File: src/rtl/mem_arbiter.sv
// Two-master memory arbiter/sequencer: picks one requester per transaction, drives registered
// memory strobes, waits the read latency and returns data with a one-cycle acknowledge.
module mem_arbiter #(
  parameter int unsigned LATENCY    = 1,
  parameter bit          FIXED_PRIO = 1'b0
) (
  input  logic        iCLK,
  input  logic        iRST_n,
  input  logic        iReq0,
  input  logic        iWe0,
  input  logic [31:0] iAddr0,
  input  logic [3:0]  iBe0,
  input  logic [31:0] iWData0,
  output logic        oAck0,
  output logic [31:0] oRData0,
  input  logic        iReq1,
  input  logic        iWe1,
  input  logic [31:0] iAddr1,
  input  logic [3:0]  iBe1,
  input  logic [31:0] iWData1,
  output logic        oAck1,
  output logic [31:0] oRData1,
  output logic [31:0] oMemAddress,
  output logic [3:0]  oMemByteEnable,
  output logic [31:0] oMemWriteData,
  output logic        oMemRead,
  output logic        oMemWrite,
  input  logic [31:0] iMemData,
  output logic        oBusy,
  output logic        oGrant
);

  typedef enum logic [1:0] {StIdle, StIssue, StWait, StAck} state_e;

  localparam logic [3:0] CntInit = 4'(LATENCY - 1);

  state_e      state_q, state_d;
  logic [3:0]  cnt_q, cnt_d;
  logic        grant_q, grant_d;
  logic        we_q, we_d;
  logic [31:0] addr_q, addr_d;
  logic [3:0]  be_q, be_d;
  logic [31:0] wdata_q, wdata_d;
  logic        rd_q, rd_d;
  logic        wr_q, wr_d;
  logic        ack0_q, ack0_d;
  logic        ack1_q, ack1_d;
  logic [31:0] rdata0_q, rdata0_d;
  logic [31:0] rdata1_q, rdata1_d;
  logic        win;
  logic        enter_ack;

  always_ff @(posedge iCLK or negedge iRST_n) begin
    if (!iRST_n) begin
      state_q  <= StIdle;
      cnt_q    <= '0;
      grant_q  <= 1'b1;  // requester 0 wins the first tie
      we_q     <= 1'b0;
      addr_q   <= '0;
      be_q     <= '0;
      wdata_q  <= '0;
      rd_q     <= 1'b0;
      wr_q     <= 1'b0;
      ack0_q   <= 1'b0;
      ack1_q   <= 1'b0;
      rdata0_q <= '0;
      rdata1_q <= '0;
    end else begin
      state_q  <= state_d;
      cnt_q    <= cnt_d;
      grant_q  <= grant_d;
      we_q     <= we_d;
      addr_q   <= addr_d;
      be_q     <= be_d;
      wdata_q  <= wdata_d;
      rd_q     <= rd_d;
      wr_q     <= wr_d;
      ack0_q   <= ack0_d;
      ack1_q   <= ack1_d;
      rdata0_q <= rdata0_d;
      rdata1_q <= rdata1_d;
    end
  end

  always_comb begin
    state_d   = state_q;
    cnt_d     = cnt_q;
    grant_d   = grant_q;
    we_d      = we_q;
    addr_d    = addr_q;
    be_d      = be_q;
    wdata_d   = wdata_q;
    rd_d      = rd_q;
    wr_d      = wr_q;
    ack0_d    = 1'b0;
    ack1_d    = 1'b0;
    rdata0_d  = rdata0_q;
    rdata1_d  = rdata1_q;
    win       = grant_q;
    enter_ack = 1'b0;

    unique case (state_q)
      StIdle: begin
        if (iReq0 || iReq1) begin
          if (iReq0 && iReq1) win = FIXED_PRIO ? 1'b0 : ~grant_q;
          else                win = iReq1;
          grant_d = win;
          we_d    = win ? iWe1    : iWe0;
          addr_d  = win ? iAddr1  : iAddr0;
          be_d    = win ? iBe1    : iBe0;
          wdata_d = win ? iWData1 : iWData0;
          rd_d    = ~we_d;
          wr_d    = we_d;
          cnt_d   = CntInit;
          state_d = StIssue;
        end
      end
      StIssue: begin
        rd_d = 1'b0;
        wr_d = 1'b0;
        if (we_q || (LATENCY == 1)) begin
          enter_ack = 1'b1;
        end else begin
          cnt_d   = cnt_q - 4'd1;
          state_d = StWait;
        end
      end
      StWait: begin
        if (cnt_q == 4'd0) enter_ack = 1'b1;
        else               cnt_d = cnt_q - 4'd1;
      end
      StAck: begin
        addr_d  = '0;
        be_d    = '0;
        wdata_d = '0;
        state_d = StIdle;
      end
      default: state_d = StIdle;
    endcase

    // Read data is captured on the same edge that raises the acknowledge.
    if (enter_ack) begin
      state_d = StAck;
      ack0_d  = ~grant_q;
      ack1_d  = grant_q;
      if (grant_q) rdata1_d = iMemData;
      else         rdata0_d = iMemData;
    end
  end

  assign oAck0          = ack0_q;
  assign oAck1          = ack1_q;
  assign oRData0        = rdata0_q;
  assign oRData1        = rdata1_q;
  assign oMemAddress    = addr_q;
  assign oMemByteEnable = be_q;
  assign oMemWriteData  = wdata_q;
  assign oMemRead       = rd_q;
  assign oMemWrite      = wr_q;
  assign oBusy          = (state_q != StIdle);
  assign oGrant         = grant_q;

endmodule

File: config.mk
export PLATFORM = sky130hd
export DESIGN_NAME = mem_arbiter
export DESIGN_NICKNAME = d
export VERILOG_FILES = /design/src/rtl/mem_arbiter.sv
export SDC_FILE = /design/constraint.sdc
export NUM_CORES = 1
export LEC_CHECK = 0
export CAP_MARGIN = 30
export CORE_AREA = 2 2 109 190
export CTS_CLUSTER_DIAMETER = 40
export CTS_CLUSTER_SIZE = 8
export DETAILED_ROUTE_END_ITERATION = 16
export DIE_AREA = 0 0 111 192
export PLACE_DENSITY = 0.66
export SYNTH_ARGS = -nofsm -noshare
export SYNTH_HDL_FRONTEND = slang
export SYNTH_SLANG_ARGS = --single-unit
File: constraint.sdc
create_clock -name iCLK -period 2.3 [get_ports iCLK]
set_input_delay 0.345 -clock iCLK [delete_from_list [all_inputs] [get_ports iCLK]]
set_output_delay 0.345 -clock iCLK [all_outputs]
set_load 0.01 [all_outputs]
[Word-level counts from Yosys, hierarchy flattened]
Cells that the tools add are included.
Storage, ports and cells
  flip-flop bits (word level): 143
  output and inout bits: 138
  word-level logic and storage cells: 64
Operators by class
  add/subtract/negate cells: 1
  eq/ne operators: 6
  multiplexer cells: 27
  bitwise logic cells: 2
  reductions and logical operators: 16
Operators with widths (number)
  $mux 32: 4
  $pmux 32 s2: 2
  $mux 4: 4
  $pmux 4 s2: 2
  $reduce_and 2->1: 6
  $mux 1: 9
  $reduce_bool 2->1: 4
  $pmux 1 s2: 3
  $eq 2x2->1 const B: 2
  $logic_not 4->1: 1
  $mux 2: 2
  $ne 2x2->1 const B: 2
  $pmux 2 s2: 1
  $sub 4x1->4 const B: 1
  $ne 3x3->1 const B: 1
  $reduce_and 3->1: 1
  $reduce_bool 3->1: 1
  $eq 2x1->1 const B: 1
  $logic_not 2->1: 1
  $not 1->1: 2
  $logic_and 1x1->1: 1
  $logic_or 1x1->1: 1

[Logic depth before layout (Yosys ltp)]
Gate-level depths: netlist (run 1).
  depth in word-level cells: 8
  mapped depth: 8
  depth with buffers taken out: 5

[Worst setup path before layout (run 1)]
OpenSTA, ideal clock, no wires.
  path type: register to register
  from: reg state_q[0]
  to: reg rdata1_q[22], in the netlist oRData1[22]
  arrival: 1.718 ns
  setup slack: 0.458 ns
  cell stages (with the launch flop): 7
  path through: dfrtp_1 -> inv_1 -> ha_1 -> and4bb_4 -> o211ai_4 -> buf_6 -> mux2_2
On the way
  cells in the longest elaborated chain, start to end: 3
  elaborated cells between the ends (all ways): 4
  classes of those cells: eq/ne (2); mux (1); reduce/logical (1)
Ends and longest elaborated chain
  start: declaration: line 37  | state_e state_q, state_d;
  start signal: assignment: line 55  | state_q <= StIdle;
  start signal: assignment: line 69  | state_q <= state_d;
  $eq 2x2->1 or $eq 2x1->1 (tied branches): line 102  | unique case (state_q)
  $pmux 1 s2 *: line 102
  $reduce_and 2->1 (no line) *
  end signal: assignment: line 81  | rdata1_q <= rdata1_d;
  end: declaration: line 49  | logic [31:0] rdata1_q, rdata1_d;
Mark *: on every way between the ends. The rest lies on a longest branch, timed or not.
A chain may end at the register's enable or synchronous reset.

[Worst setup path after layout (run 1)]
  from: reg state_q[0]
  to: out oBusy
On the way
  cells in the longest elaborated chain, start to end: 1
Ends and longest elaborated chain
  $reduce_bool 2->1: line 160  | assign oBusy = (state_q != StIdle);
  end: declaration: line 29  | output logic oBusy,
Every way passes these cells.

==> results of run 1 <==
[cell usage after synthesis (2+ instances only)]
master / instances / area (um2)
nor3_1: 3 / 15.0
dfrtp_1: 142 / 3550
buf_6: 9 / 101
nor3b_1: 2 / 15.0
nor2_1: 4 / 15.0
mux2i_1: 70 / 701
buf_2: 7 / 35.0
clkbuf_1: 6 / 22.5
a31oi_1: 2 / 12.5
inv_1: 8 / 30.0
ha_1: 8 / 100
clkbuf_4: 2 / 15.0
nand3_1: 2 / 10.0
o2bb2ai_1: 68 / 596
o21ai_0: 8 / 40.0
buf_4: 7 / 52.6
mux2_4: 2 / 30.0
mux2_2: 62 / 698
[final cells by class]
type                       count  share of cell area (%)
tap                          245                    2.98
timing repair buffer         327                    32.4
antenna                        1                  0.0243
multi-input combinational    252                    23.7
inverter                       8                   0.292
sequential                   143                    34.8
clock buffer                  19                    4.40
clock inverter                13                    1.35
[path summary, 6_finish.rpt]
path / start / endpoint / cells after the start / slack, ns
max: state_q[0]$_DFFE_PN0P_ / oBusy / 4 / 0.15
min: iRST_n / oMemWriteData[6]$_DFFE_PN0P_ / 2 / 0.41
max reg2reg: state_q[0]$_DFFE_PN0P_ / oRData1[11]$_DFFE_PN0P_ / 6 / 0.28
min reg2reg: oMemByteEnable[2]$_DFFE_PN0P_ / oMemByteEnable[2]$_DFFE_PN0P_ / 1 / 0.48
max in group asynchronous: iRST_n / oRData0[7]$_DFFE_PN0P_ / 3 / 1.23
min in group iCLK: oMemByteEnable[2]$_DFFE_PN0P_ / oMemByteEnable[2]$_DFFE_PN0P_ / 1 / 0.48
[where the power goes]
group          total, W  switching (W)  internal [W]  leakage (nW)
Combinational   0.00683        0.00286       0.00397          2.21
Sequential      0.00453       0.000719       0.00381          1.80
Clock           0.00274        0.00109       0.00166         0.289
[flip-flops by register name, summed over array words and instances (netlist names)]
signal / flops
cnt_q: 4
oAck0: 1
oAck1: 1
oGrant: 1
oMemAddress: 32
oMemByteEnable: 4
oMemRead: 1
oMemWrite: 1
oMemWriteData: 32
oRData0: 32
oRData1: 32
state_q: 2
[cells by family (layout without fill, tap and decap cells)]
family,after synthesis,count (layout)
other cells,0,1
mux,135,135
simple gates,20,20
compound gates,89,89
buf+inv,39,367
fa+ha+maj,8,8
flops,143,143
[per-layer routing]
metal / routed length (um) / share of wire (%) / track usage, %
met1: 7150 / 37 / 19.7
met2: 10200 / 52 / 32.9
met3: 1640 / 8.4 / 6.44
met4: 495 / 2.5 / 8.22
met5: 0 / 0 / 0
[metrics by stage]
step / util, % / instance area (um2)
finish: 52.3 / 10300
global route: 52.3 / 10300
CTS: 52.3 / 10300
detailed placement: 49.3 / 9680
global placement: 49.3 / 9680
floorplan: - / 6260
==> metrics, run 1 <==
setup slack after placement 0.142 ns; Startpoint Class flop; register area 3580 um2; CTS Sinks 143; Initial Util 31.8%; RSZ-0062 raised after global routing no; status completed; Mapped Area 6260 um2; Setup-failing EPs final 0; Vias 4,960; Worst Path Arrival 1.80 ns; post-synthesis cell count 434; setup slack after layout 0.153 ns; most used cell, CP inv_1; total global routing overflow 0; Synth Area in Compound Gates 12.0%; Crit Path Category flop to output pin; Post-CTS Resized 0; FFs w/ async S/R, synth 100%; DIE AREA 21,300 um2; LEAKAGE 4.30 nW; first-pass GRT wire length 30,800 um; synthesized flop and latch total 143; row count 68; Setup TNS Final 0 ns; wire per inst 19.4 um; simple-gate share of the synthesized area 2.06%; commonest non-fill, non-tap cell in the layout clkdlybuf4s50_1; final hold vios 0; Residual DRC 0; die width 111 um; Cells after DPL 974; number of buffers created by CTS 17; PD cells 1370 nW/um2; largest family of logic cells by synthesized area multiplexers; Area growth syn-to-layout 64.4%; max-slew violations 0; post-synth cell types 40; sequential area share after synthesis 57.2%; largest net degree at the start of global routing 69; worst-path cell chain inv_1, ha_1, inv_1, clkdlybuf4s50_1; area of the multi-input gates 2440 um2; # Post-CTS Setup Buffers 0; Final Wtd Congestion 0.848; drt first pass iters 6; Max stage delay on crit path 0.53 ns; # IOs 312; prevailing post-synth register cell dfrtp_1; # H-tree levels 4; Max Buffers Root-to-Sink 2; Synth Net Count 616; Worst-path clk slew 0.06 ns; core area 19,700 um2; maximum VDD drop 0.000646 V; area share of fa/ha/maj cells after synthesis 1.60%; CTS hold repair buffers 1; Buf+Inv Stages, Crit Path 3; non-filler cells, final 1,008; Mean Syn Cell Area 14.4 um2; Layout Nets 931; vias per std cell 4.92; dpl hpwl 14,600 um; share of cells above drive strength 1 15.7%; initial antenna violation count 1; vias in the first global route 5,498; worst skew pair latency 0.41 ns; MaxCap Viol Count 0; fin crit period 2.15 ns; largest fanout on the critical path 7; Clock Skew 0.00791 ns; Hold WC Path Type input port to asynchronous set/reset pin; DIE HEIGHT 192 um; fill count 1,721; Slew headroom 75.4%; most frequent cells in the layout clkdlybuf4s50_1 (310), dfrtp_1 (142), mux2i_1 (70); Antenna Violating Nets Remaining 0; mux contribution to synthesized area 23.0%; overall power 0.0141 W; Clock Tree Root clkbuf_16; fmax 466 MHz; EDFF count, synth 0; Post-Synth XOR/XNOR Area 0%; WL final 19,500 um; slowest CP cell clkdlybuf4s50_1; CP required 1.96 ns; period utilization 93.3%; DR iter-0 viols 131; Global Route Usage Sum 18.5%; CP top delay family buffers and inverters; hold slack 0.412 ns; Worst-Margin Slew 0.368 ns; Port-buffer cells 311; crit path capture type output pin; warnings from Yosys 0; CTS tree built
(Power assumes the default switching activity.)
==> run 2: changes to the inputs <==
- CORE_AREA: 2 2 109 190 -> 2 2 105 182
- DIE_AREA: 0 0 111 192 -> 0 0 107 184
- PLACE_DENSITY: 0.66 -> 0.7
- SLEW_MARGIN: unset -> 20
==> metrics, run 2 (same netlist as run 1, synthesis figures left out) <==
status completed; DR iter-0 viols 163 (+24%); Antenna Violating Nets Remaining 0 (unchanged); Sw Pwr 0.00465 W (-0.44%); CP required 1.96 ns (about the same); worst skew pair latency 0.42 ns (about the same); CP top delay family buffers and inverters; Area growth syn-to-layout 64.7%; RSZ-0062 raised after global routing no; final hold vios 0 (unchanged); WL final 19,700 um (+0.99%); switching part of the total power 32.7% (-0.40 points); Core Util, Final 56.8% (+4.5 points); crit path capture type output pin; first-pass GRT wire length 29,800 um (-3.4%); total global routing overflow 0 (unchanged); non-filler cells, final 997 (-1.1%); DP Area 9700 um2 (+0.14%); Hold WC Path Type input port to asynchronous set/reset pin; DIE AREA 19,700 um2 (-7.6%); wire per inst 19.8 um (+2.1%); Reg2Reg Depth 6 (unchanged); LEAKAGE 4.31 nW (+0.18%); antenna cells 0 (-1); Setup TNS Final 0 ns (unchanged); dpl hpwl 14,900 um (+1.7%); initial antenna violation count 0 (-1); Cells after DPL 965 (-0.92%); number of buffers created by CTS 17 (unchanged); CTS tree built; # Post-CTS Setup Buffers 0 (unchanged); CP Depth 4 (unchanged); period utilization 92.6% (-0.79 points); Clock Tree Root clkbuf_16; fill count 1,481 (-14%); Layout Nets 933 (+0.21%); Max stage delay on crit path 0.47 ns (-0.06 ns); # IOs 312 (unchanged); PD cells 1380 nW/um2 (+0.60%); commonest non-fill, non-tap cell in the layout clkdlybuf4s50_1; Residual DRC 0 (unchanged); Setup-failing EPs final 0 (unchanged); most frequent cells in the layout clkdlybuf4s50_1 (310), dfrtp_1 (142), mux2i_1 (70); drt first pass iters 4 (-2); share of cells above drive strength 1 15.9% (+0.11 points); Clock power frac 19.4% (about the same); Buf+Inv Stages, Crit Path 3 (unchanged); vias per std cell 4.94 (+0.49%); Worst-Margin Slew 0.564 ns (+0.196 ns); CTS Sinks 143 (unchanged); worst-path cell chain inv_1, ha_2, inv_1, clkdlybuf4s50_1; MaxCap Viol Count 0 (unchanged); Max Buffers Root-to-Sink 2 (unchanged); max-slew violations 0 (unchanged); Global Route Usage Sum 20.0% (+1.6 points); most used cell, CP inv_1; Crit Path Category flop to output pin; Worst-path clk slew 0.06 ns (about the same); vias in the first global route 5,397 (-1.8%); Flop pwr share 32.0% (about the same); core area 18,100 um2 (-7.7%); R2R setup slack 0.27 ns (about the same); Slew headroom 62.4% (-13 points); Port-buffer cells 311 (unchanged); largest net degree at the start of global routing 69 (unchanged); DIE HEIGHT 184 um (-4.2%); overall power 0.0142 W (+0.78%); maximum VDD drop 0.000781 V (+21%); die width 107 um (-3.6%); Initial Util 34.5% (+2.7 points); Worst Path Arrival 1.78 ns (-0.02 ns); Int Power 0.00957 W (+1.4%); largest fanout on the critical path 8 (+1); fmax 470 MHz (+0.85%); Clock Skew 0.00663 ns (-0.00127 ns); Startpoint Class flop; slowest CP cell clkdlybuf4s50_1; row count 65 (-4.4%); Final Cell Area 10,300 um2 (+0.18%); Vias 4,930 (-0.60%); combinational fraction of design power 48.6% (+0.2 points); fin crit period 2.13 ns (-0.0181 ns); Final Wtd Congestion 0.803 (-5.3%); # H-tree levels 4 (unchanged)
## run 2: cell count changes in the layout (fill, tap and decap cells not counted), sizes merged
cell	before	now
clkinv	8	4
clkinvlp	2	4
clkbuf	19	20
buf	16	18
bufinv	2	3
diode	1	0
inv	9	8
## run 2: area by class of cell
class / count / area (um2) / share of cell area (%)
multi-input combinational: 252 / 2440 / 23.7
sequential: 143 / 3580 / 34.7
clock buffer: 20 / 457 / 4.43
clock inverter: 11 / 140 / 1.36
inverter: 8 / 30.0 / 0.291
timing repair buffer: 329 / 3360 / 32.6
tap: 234 / 293 / 2.84
## run 2: path summary, 6_finish.rpt
path                                                   from                             to
max in group asynchronous                            iRST_n             oGrant$_DFFE_PN1P_
worst min register to register  oMemAddress[31]$_DFFE_PN0P_    oMemAddress[31]$_DFFE_PN0P_
worst max-delay path                 state_q[0]$_DFFE_PN0P_                          oBusy
min in group iCLK               oMemAddress[31]$_DFFE_PN0P_    oMemAddress[31]$_DFFE_PN0P_
worst max register to register       state_q[0]$_DFFE_PN0P_         oRData1[7]$_DFFE_PN0P_
worst min-delay path                                 iRST_n  oMemByteEnable[3]$_DFFE_PN0P_
## run 2: worst register-to-register path: cells and delay by family (launching register included)
family / cells / cell delay (ns)
simple gates: 1 / 0.28
mux: 1 / 0.40
fa+ha+maj: 1 / 0.30
flops: 1 / 0.40
buf+inv: 2 / 0.35
compound gates: 1 / 0.19
## run 2: metal layers
metal	routed length, um	GRT usage, %
met3	1940	8.01
met2	10400	36.6
met5	0	0
met1	6740	19.6
met4	629	8.78
## run 2: metrics by stage
step           hold slack, ns  worst slack, ns
2_1_floorplan          0.0494            0.458
3_5_place_dp            0.357            0.225
5_1_grt                 0.499           0.0536
4_1_cts                 0.475           0.0606
3_3_place_gp            0.348            0.261
6_report                0.462            0.171
## run 2: power by group through the flow
stage / Combinational (W) / Sequential [W] / Clock (W)
4_1_cts: 0.00701 / 0.00456 / 0.00285
6_report: 0.00691 / 0.00454 / 0.00276
5_1_grt: 0.00733 / 0.00471 / 0.00295
3_5_place_dp: 0.00697 / 0.00457 / 0
2_1_floorplan: 0.00269 / 0.00507 / 0
3_3_place_gp: 0.00683 / 0.00452 / 0
## run 2: repair_timing
| action | 4_1_cts | 5_1_grt |
|---|---|---|
| resized for setup | 0 | 1 |
| hold buffers | 1 | 0 |
| setup endpoints to repair | 0 | 1 |
| endpoints found under the hold margin | 57 | 0 |
==> run 3: changes to the inputs <==
- ABC_CLOCK_PERIOD_IN_PS: unset -> 2300
==> results of run 3 <==
Same layout as run 2: the final DEF is identical, and so are final timing and power.
